[src/rtl/ula_pkg.sv]
// rtl/ula_pkg.sv - shared constants and types for ula and ula_ctrl
//
// Purpose: selector encodings understood by the 8-bit ula, default datapath
// sizing, and the ula_ctrl sequencing state type.
// Ports: none (package).
package ula_pkg;

  localparam int ULA_W    = 8;
  localparam int ULA_NREG = 4;

  localparam logic [3:0] ULA_NOT = 4'd0;
  localparam logic [3:0] ULA_AND = 4'd1;
  localparam logic [3:0] ULA_OR  = 4'd2;
  localparam logic [3:0] ULA_XOR = 4'd3;
  localparam logic [3:0] ULA_ADD = 4'd4;
  localparam logic [3:0] ULA_SUB = 4'd5;
  localparam logic [3:0] ULA_SLR = 4'd6;
  localparam logic [3:0] ULA_SRR = 4'd7;
  localparam logic [3:0] ULA_MUL = 4'd8;
  localparam logic [3:0] ULA_ROL = 4'd9;

  typedef enum logic [1:0] {
    ST_IDLE  = 2'd0,
    ST_DRIVE = 2'd1,
    ST_CAPT  = 2'd2,
    ST_DONE  = 2'd3
  } ula_ctrl_state_t;

endpackage

[src/rtl/banco_reg.sv]
// rtl/banco_reg.sv - NREG x W register bank, one write port, two async read ports
//
// Purpose: architectural registers R[0..NREG-1] for ula_ctrl.
// Ports:
//   clk, rst_n        clock, asynchronous active-low reset (clears all to 0)
//   we, waddr, wdata  write port, applied on the rising edge
//   raddr_a, rdata_a  combinational read port A
//   raddr_b, rdata_b  combinational read port B
module banco_reg
  import ula_pkg::*;
#(
  parameter int NREG = ULA_NREG,
  parameter int W    = ULA_W,
  localparam int AW  = $clog2(NREG)
) (
  input  logic          clk,
  input  logic          rst_n,
  input  logic          we,
  input  logic [AW-1:0] waddr,
  input  logic [W-1:0]  wdata,
  input  logic [AW-1:0] raddr_a,
  output logic [W-1:0]  rdata_a,
  input  logic [AW-1:0] raddr_b,
  output logic [W-1:0]  rdata_b
);

  logic [W-1:0] regs [NREG];

  always_ff @(posedge clk or negedge rst_n) begin
    if (!rst_n) begin
      for (int i = 0; i < NREG; i++) regs[i] <= '0;
    end else if (we) begin
      regs[waddr] <= wdata;
    end
  end

  assign rdata_a = regs[raddr_a];
  assign rdata_b = regs[raddr_b];

endmodule

[src/rtl/ula_ctrl.sv]
// rtl/ula_ctrl.sv - sequencing front end driving the 8-bit ula
//
// Purpose: holds R[0..3], accepts one operation per valid/ready handshake,
// drives ula operands, captures ula_S back into R[ra] and the zero flag.
// Build option: ULA_CTRL_MUL_EN - when defined selector 8 (MUL) is legal,
// otherwise it is rejected with an err pulse like 10..15.
// Ports:
//   clk, rst_n                 clock, asynchronous active-low reset
//   wr_en, wr_addr, wr_data    external register load (IDLE only)
//   op_valid, op_ready         request handshake
//   op_sel, op_ra, op_rb       selector, dest/first operand, second operand
//   ula_A, ula_B, ula_Seletor  registered operands/selector to the ula
//   ula_ZERO                   zero flag of the previous completed operation
//   ula_S                      ula result (combinational)
//   res_valid, res_data, res_zero  completion pulse, result, zero flag
//   err                        one-cycle pulse for an illegal selector
module ula_ctrl
  import ula_pkg::*;
#(
  parameter int NREG = ULA_NREG,
  parameter int W    = ULA_W,
  localparam int AW  = $clog2(NREG)
) (
  input  logic          clk,
  input  logic          rst_n,
  input  logic          wr_en,
  input  logic [AW-1:0] wr_addr,
  input  logic [W-1:0]  wr_data,
  input  logic          op_valid,
  output logic          op_ready,
  input  logic [3:0]    op_sel,
  input  logic [AW-1:0] op_ra,
  input  logic [AW-1:0] op_rb,
  output logic [W-1:0]  ula_A,
  output logic [W-1:0]  ula_B,
  output logic [3:0]    ula_Seletor,
  output logic          ula_ZERO,
  input  logic [W-1:0]  ula_S,
  output logic          res_valid,
  output logic [W-1:0]  res_data,
  output logic          res_zero,
  output logic          err
);

  localparam logic [1:0] IDLE  = ST_IDLE;
  localparam logic [1:0] DRIVE = ST_DRIVE;
  localparam logic [1:0] CAPT  = ST_CAPT;
  localparam logic [1:0] DONE  = ST_DONE;

  logic [1:0]    state;
  logic [3:0]    sel_q;
  logic [AW-1:0] ra_q;
  logic [AW-1:0] rb_q;
  logic          zero_q;
  logic          rej_q;
  logic          sel_ok;

  logic          bank_we;
  logic [AW-1:0] bank_waddr;
  logic [W-1:0]  bank_wdata;
  logic [W-1:0]  rd_a;
  logic [W-1:0]  rd_b;

`ifdef ULA_CTRL_MUL_EN
  assign sel_ok = (op_sel <= ULA_ROL);
`else
  assign sel_ok = (op_sel <= ULA_ROL) && (op_sel != ULA_MUL);
`endif

  // Write-back in CAPT owns the write port; external loads only land in IDLE.
  assign bank_we    = (state == CAPT) || ((state == IDLE) && wr_en);
  assign bank_waddr = (state == CAPT) ? ra_q  : wr_addr;
  assign bank_wdata = (state == CAPT) ? ula_S : wr_data;

  banco_reg #(
    .NREG (NREG),
    .W    (W)
  ) u_bank (
    .clk     (clk),
    .rst_n   (rst_n),
    .we      (bank_we),
    .waddr   (bank_waddr),
    .wdata   (bank_wdata),
    .raddr_a (ra_q),
    .rdata_a (rd_a),
    .raddr_b (rb_q),
    .rdata_b (rd_b)
  );

  always_ff @(posedge clk or negedge rst_n) begin
    if (!rst_n) begin
      state       <= IDLE;
      sel_q       <= '0;
      ra_q        <= '0;
      rb_q        <= '0;
      zero_q      <= 1'b0;
      rej_q       <= 1'b0;
      err         <= 1'b0;
      ula_A       <= '0;
      ula_B       <= '0;
      ula_Seletor <= '0;
      res_data    <= '0;
    end else begin
      // A rejected request is noted at its acceptance edge and reported one
      // edge later, so err never blocks a back-to-back request.
      err   <= rej_q;
      rej_q <= 1'b0;
      case (state)
        IDLE: begin
          if (op_valid) begin
            sel_q <= op_sel;
            ra_q  <= op_ra;
            rb_q  <= op_rb;
            if (sel_ok) state <= DRIVE;
            else        rej_q <= 1'b1;
          end
        end
        DRIVE: begin
          // Reads happen here so a same-cycle IDLE load is already visible.
          ula_A       <= rd_a;
          ula_B       <= rd_b;
          ula_Seletor <= sel_q;
          state       <= CAPT;
        end
        CAPT: begin
          res_data <= ula_S;
          zero_q   <= (ula_S == '0);
          state    <= DONE;
        end
        DONE:    state <= IDLE;
        default: state <= IDLE;
      endcase
    end
  end

  assign op_ready  = (state == IDLE);
  assign res_valid = (state == DONE);
  assign ula_ZERO  = zero_q;
  assign res_zero  = zero_q;

endmodule
[config.mk]
export PLATFORM = sky130hd
export DESIGN_NAME = ula_ctrl
export DESIGN_NICKNAME = d
export VERILOG_FILES = /design/src/rtl/ula_pkg.sv /design/src/rtl/banco_reg.sv /design/src/rtl/ula_ctrl.sv
export SDC_FILE = /design/constraint.sdc
export NUM_CORES = 1
export LEC_CHECK = 0
export CAP_MARGIN = 10
export CORE_MARGIN = 5
export CORE_UTILIZATION = 52
export CTS_CLUSTER_SIZE = 30
export DETAILED_ROUTE_END_ITERATION = 10
export PLACE_DENSITY = 0.82
export SETUP_SLACK_MARGIN = 0.02
export SYNTH_ARGS = -nofsm -noshare
export SYNTH_HDL_FRONTEND = slang
export SYNTH_SLANG_ARGS = --single-unit
export TNS_END_PERCENT = 10
[constraint.sdc]
create_clock -name clk -period 2.35 [get_ports clk]
set_clock_uncertainty 0.2 [all_clocks]
set_input_delay 0.5875 -clock clk [delete_from_list [all_inputs] [get_ports clk]]
set_output_delay 0.5875 -clock clk [all_outputs]
set_load 0.01 [all_outputs]
==> summary.md <==
| Metric | Value |
|---|---|
| Gate Count Post-Synth | `roughly 230` |
| Max Cap Viol | `0` |
| Final WS setup | `0.0921 ns` |
| Die Footprint | `8210 um2` |
| R2r startpoint | `state[0]$_DFFE_PN0P_` |
| Routed Antenna Nets | `0` |
| Final Setup Violations | `0` |
| Port bufs | `62` |
| Yosys cell types | `27` |
| CP max stage cell | `clkdlybuf4s50_1` |
| # H-tree levels | `3` |
| Synthesis-to-layout area growth | `28.2%` |
| DRT Pass-1 Iters | `4` |
| Remaining routing DRC violations | `0` |
| Pins Over Slew Limit | `0` |
| Final Util | `between 60% and 70%` |
| Vias in the first global route | `2286` |
| DR iter-0 viols | `75` |
| Slew HR | `56.4%` |
| CP Max Fanout | `4` |
| CP arrival | `1.47 ns` |
| Hpwl dp | `just under 5000 um` |
| CTS clk-pin slew, worst paths | `0.07 ns` |
| Total chip power | `6280 uW` |
| Post-Syn Area | `3380 um2` |
| I/O pin cnt | `63` |
| GRT Total Usage | `17.9%` |
| Status | `complete, no violations` |
| Most numerous cell in the Yosys netlist | `dfrtp_1` |
| DP Worst Slack | `-0.110 ns` |
| WL final | `6840 um` |
| Wire per inst | `17.7 um` |
| Most frequent cells after synthesis | `dfrtp_1, mux2_2, inv_1` |
| Syn Area/Cell | `approximately 14 um2` |
| Asr flop ratio synth | `100%` |
| Tcrit/Tclk final | `96.1%` |
| CP startpoint kind | `flop` |
| Die H | `90.6 um` |
| Area leader, netlist | `dfrtp_1` |
| WP data required | `1.56 ns` |
| CP max stage delay | `0.48 ns` |
| Max Clk Rate | `about 440 MHz` |
| Antenna cells | `0` |
| Grt ovf | `0` |
| Layout cells sized above 1 | `31.6%` |
| CTS sink count | `73` |
| Pwr Density | `1450 nW/um2` |
| Vias per inst | `5.47` |
| Yosys top cell area share | `54.1%` |
| Finished Layout Cells | `387` |
| Largest net degree at the start of global routing | `74` |
| CTS Hold Buffers Added | `0` |
| Yosys reg bits | `73` |
| Clock Tree Root | `clkbuf_8` |
| Leak pwr | `0.00187 uW` |
| Hold Path Class | `in2async` |
| Peak supply drop | `0.000836 V` |
| Number of synthesized flops with an enable pin | `0` |
| Area contributors post-synth | `dfrtp_1, mux2_2, mux4_2` |
| Critical path type | `reg2out` |
| Top FF cell, synth | `dfrtp_1` |
| Clk buf depth | `2` |
| Num CTS Buffers | `9` |
| Crit end category | `primary output` |
| Filler cell count in the final layout | `between 400 and 500` |
| YS warnings | `0` |
| Global-route wire length before repair | `11400 um` |
| CP Launch Point | `state[1]$_DFFE_PN0P_` |
| CTS tree | `done` |
| CP Cell Sequence | `ha_1, clkdlybuf4s50_1` |
| Initial antenna violation count | `0` |
| Row count | `29` |
| Final hold vios | `0` |
| Clock latency at the later pin of the worst-skew pair | `between 0.3 and 0.4 ns` |
| Via count | `approximately 2100` |
| Die Span X | `90.6 um` |
| Nets | `340` |
| Final min period | `2.26 ns` |
| Initial Util | `53.2%` |
| Core region area | `6350 um2` |
| Gpl congestion | `0.763` |
| Setup tns final | `0 ns` |
| Syn_nets | `~270` |
| RSZ-0062 raised after global routing | `no` |
| Register area share after synthesis | `roughly 54%` |
| Dpl cells | `371` |
| Slew @ Worst Pin | `~0.65 ns` |
## layout by cell type, fill, tap and decap left out, drive strengths merged, types with 2 or more instances in the layout
cell type,netlist,routed
o21ai,17,17
nand3,3,3
ha,5,5
mux4,16,16
nand2b,2,2
inv,21,21
nand2,12,12
clkbuf,4,14
clkdlybuf4s50,0,60
buf,8,11
nor4,2,2
dfrtp,73,73
mux2,60,60
nor2,2,2
## area by class of cell
class	count	area [um2]	share of cell area, %
multi-input cells	128	1420	32.8
flip-flops and latches	73	1830	42.2
repair buffers	72	702	16.2
clock inverters	2	35.0	0.809
inverters	21	78.8	1.82
well taps	77	96.3	2.22
clock buffers	14	173	3.98
## metal layers
metal  global-route usage, %  up-vias  routed length [um]
li1                        -      978                   -
met1                    21.8     1066                2870
met2                    29.8       63                3480
met3                    4.75       10                 384
met4                    7.57        0                 114
met5                       0        -                   0
## cells by family after synthesis
kind of cell               after synthesis  synth area share [%]
AOI/OAI and AO/OA                       22                  4.41
adders and majority gates                5                  1.85
buffers and inverters                   33                  4.29
DFF                                     73                  54.1
muxes                                   77                  31.8
and+or+nand+nor                         24                  3.55
## where the power goes
part / switching, uW / internal [uW]
Clock: 437 / 577
Combinational: 1030 / 1800
Sequential: 538 / 1900
Total: 2000 / 4280
## state kept, by name, indices dropped and copies added (netlist names), 2 cells and up
register and count:
ra_q 2, rb_q 2, res_data 8, sel_q 4, state 2, u_bank.regs 32, ula_A 8, ula_B 8
ula_Seletor 4
## metrics by stage
stage | instance area [um2] | hold WS [ns]
after floorplan | 3380 | 0.0919
after global placement | 4110 | 0.135
after detailed placement | 4110 | 0.143
after CTS | 4330 | 0.0773
after global routing | 4330 | 0.0916
final | 4330 | 0.0591
## worst paths after layout
check,slack (ns),endpoint,depth (start not counted)
worst max register to register,0.17,u_bank.regs[19]$_DFFE_PN0P_,5
max in group asynchronous,1.56,state[1]$_DFFE_PN0P_,2
min in group clk,0.16,err$_DFF_PN0_,0
worst min register to register,0.16,err$_DFF_PN0_,0
worst min-delay path,0.06,ula_B[5]$_DFFE_PN0N_,2
worst max-delay path,0.09,res_valid,2
## critical path, delay by kind of cell (launching register included)
| kind | cells | cell delay (ns) |
|---|---|---|
| buffers and inverters | 1 | 0.48 |
| flip-flops | 1 | 0.44 |
| adder cells (fa/ha/maj) | 1 | 0.21 |
## what timing repair did
action                     4_1_cts  5_1_grt
setup endpoints to repair        1        1
cloned                           0        0
buffers inserted                 0        0
gates resized for setup          5        1
Power figures use the tool's default switching activity.
==> RTL edit 1: new RTL, same settings <==
`ULA_W`: 8 -> 10.
--- a/src/rtl/ula_pkg.sv
+++ b/src/rtl/ula_pkg.sv
@@ -6,5 +6,5 @@
 package ula_pkg;
 
-  localparam int ULA_W    = 8;
+  localparam int ULA_W    = 10;
   localparam int ULA_NREG = 4;
 
Ports: changed (5 resized); port bits go from 63 to 73. The function was not compared with the original's and may differ.
==> RTL edit 1 against the unedited design <==
- routed wire length rose by 25%
- critical path type unchanged
- final area rose by 22%
- power rose by 22%
- worst setup slack got worse by 0.010 ns
- largest power group unchanged
- count of clock-buffer cells in the layout fell by 3
- area after synthesis rose by 20%
- sequential cell count rose by 14
- combinational power rose by 25%
- utilization rose by 0.25 points
==> RTL edit 1: results (changes against the unedited design) <==
Status
  – Status: complete, no violations (unchanged)

Detailed routing
  – Initial DRC count: 110 (was 75)
  – Vias per cell: 5.462 (was 5.470)
  – DRT met1 WL: 3817 microns (was 2866 microns)
  – Wire length on met2: 4128 microns (was 3475 microns)
  – Metal3 WL: 435 microns (was 384 microns)

Yosys
  – Post-synthesis adder-cell area fraction: 1.538% (was 1.851%)
  – Synth Net Count: 317 (was 269)
  – Compound-Gate Fraction of Synth Area: 4.860% (was 4.406%)
  – Top cells by area, synth: dfrtp_1, mux2_2, mux4_2 (unchanged)
  – Syn avg cell area: 14.63 sq um (was 14.44 sq um)
  – Synth cell types: 26 (was 27)

Layout
  – Fin cells: 470 (was 387)
  – Clock-cell share of area: 4.848% (was 4.794%)
  – #MultiIn Comb: 154 (was 128)
  – CLK BUF: 11 (was 14)
  – Max FFs per register: 40 (was 32)
  – Layout non-clock buf frac: 16.99% (was 16.20%)

Pwr
  – Seq. pwr: 0.00282 W (was 0.00244 W)
  – P_int: 0.005200 W (was 0.004277 W)
  – Clock Power Share: 16.7% (was 16.2%)

Global route
  – First-pass GRT wire length: 14410 microns (was 11410 microns)

Place
  – Placed Instances: 452 (was 371)
  – HPWL after DPL: 6330 microns (was 4908 microns)

CTS
  – Clock sink count: 87 (was 73)

Critical path
  – CP max stage delay: 0.55 ns (was 0.48 ns)

STA
  – Normalized max-slew margin: 54.08% (was 56.40%)
[RTL edit 1: cell types whose count changed in the layout (fill, tap and decap cells not counted), moves of 4 or more]
cell and delta:
buf_12 +4, mux2_1 -9, mux2_4 -8, o21ai_0 +11, clkdlybuf4s50_1 +10, o21ai_1 -7
dfrtp_1 +15, mux2_2 +30
[RTL edit 1: worst paths after layout]
check	start	to	slack [ns]
worst max-delay path	state[1]$_DFFE_PN0P_	res_valid	0.08
worst min-delay path	rej_q$_DFF_PN0_	err$_DFF_PN0_	0.17
worst max register to register	state[1]$_DFFE_PN0P_	u_bank.regs[37]$_DFFE_PN0P_	0.11
worst min register to register	rej_q$_DFF_PN0_	err$_DFF_PN0_	0.17
max in group asynchronous	rst_n	ula_A[6]$_DFFE_PN0N_	0.92
min in group asynchronous	rst_n	rb_q[1]$_DFFE_PN0P_	0.48
[RTL edit 1: routing by layer]
metal  vias to the layer above  GRT usage (%)
met5                         -              0
met4                         0          7.878
met3                        16          3.963
met2                        85          30.21
met1                      1295          25.07
li1                       1171              -
==> RTL edit 2: new RTL, same settings <==
Without the edit above. Make the reset (`rst_n`) synchronous in 2 clocked blocks. Comments in the files are not updated.
--- a/src/rtl/banco_reg.sv
+++ b/src/rtl/banco_reg.sv
@@ -27,5 +27,5 @@
   logic [W-1:0] regs [NREG];
 
-  always_ff @(posedge clk or negedge rst_n) begin
+  always_ff @(posedge clk) begin
     if (!rst_n) begin
       for (int i = 0; i < NREG; i++) regs[i] <= '0;
--- a/src/rtl/ula_ctrl.sv
+++ b/src/rtl/ula_ctrl.sv
@@ -88,5 +88,5 @@
   );
 
-  always_ff @(posedge clk or negedge rst_n) begin
+  always_ff @(posedge clk) begin
     if (!rst_n) begin
       state       <= IDLE;
Formal check against the unedited RTL: differs if rst_n is asserted again (counterexample within 4 cycles, from zero or initial values and one cycle with rst_n low); with rst_n held inactive, the same outputs for 4 cycles.
==> RTL edit 2 against the unedited design <==
- critical path depth stayed put
- final area is 1.8% lower
- area after synthesis is 1.2% higher
- worst setup slack better by 0.081 ns
- routed wire length is 3.5% higher
- non-clock buffer count is 2 higher
- sequential cell count stayed put
- sequential share of layout area is 0.26 points lower
Power is not compared: it rests on default switching activity, and its combinational part moved more than twofold at a synthesized area within 25%.
==> RTL edit 2: results (changes against the unedited design) <==
Yosys
  – EDFF count, synth: 32 (was 0)
  – Top cells by area, synth: edfxtp_1, dfxtp_1, mux2i_1 (was dfrtp_1, mux2_2, mux4_2)
  – Asr flop ratio synth: 0% (was 100.0%)
  – Most frequent cells after synthesis: mux2i_1, dfxtp_1, nor2_1, edfxtp_1, nand3b_1 (was dfrtp_1, mux2_2, inv_1, mux4_2, nand2_1)
  – Synth Net Count: 324 (was 269)
  – Synth Warn #: 0 (unchanged)
  – Synth cell types: 35 (was 27)
  – Synth Flop Type: dfxtp_1 (was dfrtp_1)
  – Post-synthesis sequential area ratio: 52.08% (was 54.05%)

Global route
  – First-pass GRT wire length: 11850 microns (was 11410 microns)
  – Tot GR Track Use: 17.51% (was 17.86%)
  – Vias in the first global route: 2482 (was 2286)
  – Largest net degree at the start of global routing: 24 (was 74)

Critical path
  – Arrival @ worst endpoint: 1.39 ns (was 1.47 ns)
  – CP Max Fanout: 4 (unchanged)

Detailed routing
  – Via count: 2413 (was 2117)
  – Initial DRC count: 138 (was 75)
  – Routed WL: 7078 microns (was 6841 microns)
  – Routed Antenna Nets: 0 (unchanged)

Layout
  – Final-layout fill cell count: 513 (was 458)
  – Most flops, register: u_bank.regs (unchanged)
  – Nets@finish: 390 (was 340)
  – Share of layout cells above drive strength 1: 10.28% (was 31.61%)

Place
  – Port bufs: 62 (unchanged)
  – HPWL after DPL: 5218 microns (was 4908 microns)
  – RePlAce Congestion: 0.7883 (was 0.7628)

Status
  – Status: complete, no violations (unchanged)

CTS
  – CTS clk-pin slew, worst paths: 0.07 ns (about the same)

Worst hold path
  – Worst hold path type: register to register (was input pin to asynchronous set/reset pin)

STA
  – Normalized max-slew margin: 67.68% (was 56.40%)
[RTL edit 2: per-layer routing]
layer | global-route usage [%] | wire length [microns] | part of all wire (%)
met1 | 24.76 | 3350 | 47
met2 | 25.60 | 3116 | 44
met3 | 3.719 | 450 | 6.4
met4 | 8.313 | 160 | 2.3
met5 | 0 | 0 | 0
[RTL edit 2: cell families (layout without fill, tap and decap cells)]
kind of cell / after synthesis / in the layout / synth area share, %
AOI/OAI and AO/OA: 31 / 31 / 8.376
adders and majority gates: 5 / 5 / 1.829
buffers and inverters: 21 / 92 / 4.279
DFF: 73 / 73 / 52.08
muxes: 56 / 56 / 16.79
and+or+nand+nor: 103 / 103 / 16.64
[RTL edit 2: path summary, 6_finish.rpt]
kind | endpoint | startpoint | slack [ns]
setup / recovery | res_valid | state[1]$_SDFFE_PN0P_ | 0.17
setup reg to reg | u_bank.regs[0][6]$_SDFFCE_PN0P_ | state[0]$_SDFFE_PN0P_ | 0.17
hold reg to reg | err$_SDFF_PN0_ | rej_q$_SDFF_PN0_ | 0.24
hold / removal | err$_SDFF_PN0_ | rej_q$_SDFF_PN0_ | 0.24
[RTL edit 2: critical path, stage by stage, from the launching register on]
cell and delay, ns:
dfxtp_1 0.37, ha_1 0.16, clkdlybuf4s50_1 0.53
[RTL edit 2: stage by stage]
step           setup slack, ns  cell area [sq um]  hold WS [ns]  total power [W]  instances
2_1_floorplan          0.01582               3421        0.2119         0.002624        289
3_3_place_gp           0.08626               4084        0.2181         0.003017        421
3_5_place_dp           0.04580               4084        0.2245         0.003067        421
4_1_cts                0.02038               4249        0.2411         0.003912        437
5_1_grt                0.01910               4253        0.2746         0.004108        437
6_report                0.1730               4253        0.2371         0.003883        437
[RTL edit 2: power groups by stage]
| stage | clock network, W | logic (W) | registers, W |
|---|---|---|---|
| 3_5_place_dp | 0 | 0.00133 | 0.00174 |
| 5_1_grt | 0.000920 | 0.00144 | 0.00175 |
| 6_report | 0.000840 | 0.00132 | 0.00172 |
| 3_3_place_gp | 0 | 0.00129 | 0.00173 |
| 2_1_floorplan | 0 | 0.000876 | 0.00175 |
| 4_1_cts | 0.000861 | 0.00133 | 0.00172 |
[RTL edit 2: what timing repair did]
item / 4_1_cts / 5_1_grt
resized for setup: 0 / 2
endpoints found under the hold margin: 0 / 0
setup buffers: 0 / 0
endpoints found under the setup margin: 0 / 5
[RTL edit 2: layout make-up]
type,count,area [sq um],share of cell area (%)
inverters,2,7.507,0.1765
well taps,77,96.34,2.265
clock inverters,3,16.27,0.3825
flip-flops and latches,73,1783,41.92
multi-input cells,195,1493,35.10
repair buffers,74,708.2,16.65
clock buffers,13,148.9,3.501
